[src/rtl/axi_rd_arbiter.sv]
// Two-master AXI read-channel arbiter (IFU = m0, LSU = m1) in front of a single SRAM slave.
// One transaction in flight; ties resolved round-robin against the last completed owner.
module axi_rd_arbiter (
    input  logic        clk,
    input  logic        reset,

    input  logic [31:0] m0_araddr,
    input  logic        m0_arvalid,
    output logic        m0_arready,
    output logic [31:0] m0_rdata,
    output logic [1:0]  m0_rresp,
    output logic        m0_rvalid,
    input  logic        m0_rready,

    input  logic [31:0] m1_araddr,
    input  logic        m1_arvalid,
    output logic        m1_arready,
    output logic [31:0] m1_rdata,
    output logic [1:0]  m1_rresp,
    output logic        m1_rvalid,
    input  logic        m1_rready,

    output logic [31:0] s_araddr,
    output logic        s_arvalid,
    input  logic        s_arready,
    input  logic [31:0] s_rdata,
    input  logic [1:0]  s_rresp,
    input  logic        s_rvalid,
    output logic        s_rready
);

    typedef enum logic [1:0] {
        IDLE = 2'd0,
        ADDR = 2'd1,
        DATA = 2'd2
    } state_t;

    state_t state, state_nxt;
    logic   owner, owner_nxt;
    logic   last_grant, last_grant_nxt;
    logic   grant;
    logic   own_arvalid;
    logic   own_rready;

    // With both masters requesting, the one that did not complete last wins.
    assign grant       = (m0_arvalid && m1_arvalid) ? ~last_grant : m1_arvalid;
    assign own_arvalid = owner ? m1_arvalid : m0_arvalid;
    assign own_rready  = owner ? m1_rready  : m0_rready;

    // NOTE: state registers use non-blocking assignments so every flop samples
    // pre-edge values; blocking here would create order-dependent simulation.
    always_ff @(posedge clk or negedge reset) begin
        if (!reset) begin
            state      <= IDLE;
            owner      <= 1'b0;
            last_grant <= 1'b1;
        end else begin
            state      <= state_nxt;
            owner      <= owner_nxt;
            last_grant <= last_grant_nxt;
        end
    end

    // NOTE: every output and next-state value gets a default first, so no path
    // through the case statement can leave one unassigned and infer a latch.
    always_comb begin
        state_nxt      = state;
        owner_nxt      = owner;
        last_grant_nxt = last_grant;

        s_araddr   = 32'h0;
        s_arvalid  = 1'b0;
        s_rready   = 1'b0;
        m0_arready = 1'b0;
        m0_rdata   = 32'h0;
        m0_rresp   = 2'b00;
        m0_rvalid  = 1'b0;
        m1_arready = 1'b0;
        m1_rdata   = 32'h0;
        m1_rresp   = 2'b00;
        m1_rvalid  = 1'b0;

        case (state)
            IDLE: begin
                // Grant is registered; arready never depends on arvalid here.
                if (m0_arvalid || m1_arvalid) begin
                    owner_nxt = grant;
                    state_nxt = ADDR;
                end
            end

            ADDR: begin
                s_araddr  = owner ? m1_araddr : m0_araddr;
                s_arvalid = own_arvalid;
                if (owner) m1_arready = s_arready;
                else       m0_arready = s_arready;
                if (own_arvalid && s_arready)
                    state_nxt = DATA;
            end

            DATA: begin
                s_rready = own_rready;
                if (owner) begin
                    m1_rdata  = s_rdata;
                    m1_rresp  = s_rresp;
                    m1_rvalid = s_rvalid;
                end else begin
                    m0_rdata  = s_rdata;
                    m0_rresp  = s_rresp;
                    m0_rvalid = s_rvalid;
                end
                if (s_rvalid && own_rready) begin
                    state_nxt      = IDLE;
                    last_grant_nxt = owner;
                end
            end

            default: state_nxt = IDLE;
        endcase
    end

endmodule

[config.mk]
export PLATFORM = sky130hd
export DESIGN_NAME = axi_rd_arbiter
export DESIGN_NICKNAME = d
export VERILOG_FILES = /design/src/rtl/axi_rd_arbiter.sv
export SDC_FILE = /design/constraint.sdc
export NUM_CORES = 1
export LEC_CHECK = 0
export CORE_MARGIN = 5
export CORE_UTILIZATION = 24
export CTS_CLUSTER_DIAMETER = 60
export DETAILED_ROUTE_END_ITERATION = 8
export PLACE_DENSITY = 0.88
export SLEW_MARGIN = 20
export SYNTH_ARGS = -nofsm -noshare
export SYNTH_HDL_FRONTEND = slang
export SYNTH_SLANG_ARGS = --single-unit
export TNS_END_PERCENT = 30
[constraint.sdc]
create_clock -name clk -period 3.74 [get_ports clk]
set_input_delay 0.748 -clock clk [delete_from_list [all_inputs] [get_ports clk]]
set_output_delay 0.748 -clock clk [all_outputs]
set_load 0.02 [all_outputs]
* After elaboration in Yosys (flattened, before gate mapping)
Cells that the tools add are included.
** Word-level totals
- Input bits :: 106
- Bits in registers :: 4
- Logic and storage cells :: 44
- Output and inout port bits :: 106
** Operators by class
- Bitwise operators :: 1
- Mux-type cells :: 27
- Reduce and logical (&&, ||, !) cells :: 8
- Equality and inequality tests :: 5
** Operator list (count)
- $mux 32 :: 6
- $mux 2 :: 7
- $mux 1 :: 13
- $ne 2x2->1 const B :: 3
- $pmux 2 s3 :: 1
- $reduce_and 2->1 :: 2
- $logic_and 1x1->1 :: 3
- $reduce_and 3->1 :: 1
- $eq 2x1->1 const B :: 1
- $eq 2x2->1 const B :: 1
- $logic_not 2->1 :: 1
- $logic_or 1x1->1 :: 1
- $not 1->1 :: 1

* Longest topological paths before layout
- Word-level depth :: 4
- Gate-level depth with buffers :: 4
- Mapped depth without buffers :: 3

* Least setup slack after synthesis
Ideal clock, no wire load.
- Path type :: input -> output
- Start point :: input m1_arvalid
- End point :: output s_arvalid
- Data required time :: 2992 ps
- Slack :: 1760 ps
- Data arrival time :: 1232 ps
- Buffers on the path :: 0
- Stages :: 2
- Cell sequence :: mux2_2 > and2_1
** Between the ends
- Longest elaborated chain between the ends :: 2
** Ends and longest elaborated chain
- start, declared :: RTL line 16 : input logic m1_arvalid,
- $mux 1 :: RTL line 47 : assign own_arvalid = owner ? m1_arvalid : m0_arvalid;
- $mux 1 :: RTL line 83 : case (state)
- end, declared :: RTL line 24 : output logic s_arvalid,
Every way passes these cells.

* Worst setup path after layout
- Start point :: input m0_arvalid
- End point :: output s_arvalid
** Between the ends
- Longest elaborated chain between the ends :: 2
** Ends and longest elaborated chain
- start, declared :: RTL line 8 : input logic m0_arvalid,
- $mux 1 :: RTL line 47
- $mux 1 :: RTL line 83
Every way passes these cells.

==> qor.csv <==
stage,metric,value,unit
timing,fin_worst_skew,4.06,ps
timing,rsz0062_at_grt,no,
yosys,synthCells,179,
grt,grt_pass1_vias,2009,
detailed_routing,drtPass1Iterations,4,
worst_setup_path,r2r_setup_slack,2300,ps
cells_and_area,area_growth,166,%
clocking,clk_pin_slew,30,ps
grt,grt_max_degree,46,
timing,final-max-slew-violation-count,0,
power_and_ir_drop,leakage,1.49,nW
worst_setup_path,cpMostUsedCell,clkdlybuf4s50_1,
clocking,cts_tree,done,
worst_setup_path,cpMaxStageDelayCell,clkdlybuf4s50_1,
worst_setup_path,crit_path_max_fanout,4,
grt,grt_pass1_wl,11300,µm
placed_design,dpl.cell_count,444,
worst_setup_path,path_class,in -> out,
clocking,cts-buffers-inserted,3,
cells_and_area,layout-drive-gt1-share,0.0291,
detailed_routing,wirelength,7470,µm
floorplan,dieWidth,83.1,µm
clocking,cts-htree-levels,1,
placed_design,gp_congestion,0.840,
timing,setup_ws,776,ps
timing,finalCritPeriodShare,0.792,
timing,clock.fmax,337,MHz
worst_setup_path,end_kind,output pin,
clocking,root_buffer,clkbuf_8,
cells_and_area,stdcell_count,448,
clocking,post_cts_resized,0,
grt,antenna_found_initial,0,
detailed_routing,drtAntennaViolNets,0,
clocking,post_cts_buffers,0,
power_and_ir_drop,power.density,500,nW/µm²
yosys,seq_area_frac_synth,0.0789,
yosys,synth.avg_cell_area,7.17,µm²
clocking,clk-insertion-delay-late,220,ps
yosys,synth_cell_type_count,24,
timing,worst_pin_slew,455,ps
timing,hold_viol_final,0,
hold_path,hold_path_class,reg -> reg,
detailed_routing,num_vias,2018,
grt,grt_use_total,0.197,
placed_design,dp_hpwl,6280,µm
worst_setup_path,crit_required,2990,ps
floorplan,core.rowCount,26,
run,maxCapViolCount,0,
power_and_ir_drop,ir_drop,0.000461,V
grt,grt.overflow.total,0,
placed_design,port_buffers,211,
timing,setup_viol,0,
cells_and_area,filler_cell_count,455,
placed_design,pre_cts_ws,771,ps
worst_setup_path,critPathMaxStageDelay,540,ps
timing,relSlewSlack,0.697,
floorplan,die_area,6910,µm²
floorplan,coreArea,5140,µm²
worst_setup_path,cp.arrival,2220,ps
detailed_routing,drc,0,
timing,layout_min_cycle_time,2960,ps
detailed_routing,vias_per_cell,4.50,
floorplan,start_util,0.250,
floorplan,die_height,83.1,µm
yosys,synth_seq_cells,4,
run_status,status,completed,
worst_setup_path,crit_family,buffers and inverters,
worst_setup_path,start_kind,primary input,
clocking,clock_path_buffers,2,
timing,tns,0,ps
clocking,ctsHoldBuffers,0,
yosys,synth_nets,285,
detailed_routing,wl_per_cell,16.7,µm
yosys,synth_area,1280,µm²
cells_and_area,diodes,0,
floorplan,io_pins,212,
worst_setup_path,crit_buf_inv,2,
yosys,yosys_warnings,0,
worst_setup_path,path_cells,clkdlybuf4s50_1 > mux2_2 > and2_1 > clkdlybuf4s50_1,
cells_and_area,nets,485,
detailed_routing,drtIter0Drc,50,
clocking,cts.sinks,4,
[cell usage in the layout, fill, tap and decap left out, types with 3 or more instances in the layout]
cell               n
and2_1            37
and3_1            36
clkbuf_8           3
clkdlybuf4s50_1  211
mux2i_1           32
nand2_1            3
nor2_1            35
[final cells by class]
cell class,count,area [µm²],share of cell area
Multi-Input combinational cell,157,1040,0.305
Timing Repair Buffer,213,2140,0.627
Tap cell,70,87.6,0.0257
Sequential cell,4,103,0.0300
Clock buffer,4,45.0,0.0132
[per-stage QoR]
stage	utilization	cell area (µm²)	power (mW)	hold slack (ps)
after global placement	0.656	3370	1.59	515
after floorplan	-	1280	0.987	452
after detailed placement	0.656	3370	1.62	503
after CTS	0.664	3410	1.72	516
final	0.664	3410	1.71	514
after global routing	0.664	3410	1.80	538
[worst reg2reg max path, stage by stage, from the launching register on]
cell and delay [ps]:
dfrtp_2 640, mux2_2 420, a32o_1 260
[worst paths after layout]
| check | start | end | depth (start not counted) |
|---|---|---|---|
| hold reg to reg | last_grant | last_grant | 2 |
| setup reg to reg | owner | state[1] | 2 |
| setup / recovery | m0_arvalid | s_arvalid | 4 |
| min in group asynchronous | reset | state[1] | 1 |
| max in group asynchronous | reset | last_grant | 1 |
| hold / removal | last_grant | last_grant | 2 |
[synthesized netlist by cell type]
| master | count | area [µm²] |
|---|---|---|
| and3_1 | 36 | 225 |
| mux2i_1 | 32 | 320 |
| a311oi_1 | 2 | 17.5 |
| clkbuf_1 | 5 | 18.8 |
| mux2_2 | 1 | 11.3 |
| and2b_4 | 1 | 10.0 |
| nor3_1 | 1 | 5.00 |
| o21a_1 | 1 | 7.51 |
| clkbuf_8 | 3 | 41.3 |
| a31oi_1 | 1 | 6.26 |
| dfrtp_1 | 3 | 75.1 |
| dfstp_2 | 1 | 26.3 |
| and2_1 | 37 | 231 |
| clkbuf_2 | 1 | 5.00 |
| buf_4 | 3 | 22.5 |
| nand2_1 | 3 | 11.3 |
| a32o_1 | 2 | 20.0 |
| nor2_1 | 35 | 131 |
| nor2b_4 | 1 | 13.8 |
| or2b_4 | 1 | 11.3 |
| buf_2 | 2 | 10.0 |
| o21ai_0 | 1 | 5.00 |
| nor2b_1 | 2 | 12.5 |
| buf_6 | 4 | 45.0 |
[where the power goes]
| group | switching (mW) | internal, mW |
|---|---|---|
| Sequential | 0.0588 | 0.0615 |
| Combinational | 0.754 | 0.735 |
| Clock | 0.0263 | 0.0731 |
[kinds of logic after synthesis]
family / after synthesis / synth area share
and+or+nand+nor: 117 / 0.508
muxes: 33 / 0.258
buffers and inverters: 18 / 0.111
AOI/OAI and AO/OA: 7 / 0.0439
DFF: 4 / 0.0789
[registers in the layout (all words and copies together) (netlist names)]
signal / count
owner: 1
state: 2
last_grant: 1
[layer usage]
| metal | vias to the layer above | wire length, µm | share of wire | track usage |
|---|---|---|---|---|
| li1 | 1010 | - | - | - |
| met1 | 913 | 2900 | 0.39 | 0.217 |
| met2 | 88 | 4020 | 0.54 | 0.384 |
| met3 | 7 | 500 | 0.067 | 0.0475 |
| met4 | 0 | 58 | 0.0078 | 0.0267 |
| met5 | - | 0 | 0 | 0 |
(Power assumes the default switching activity.)
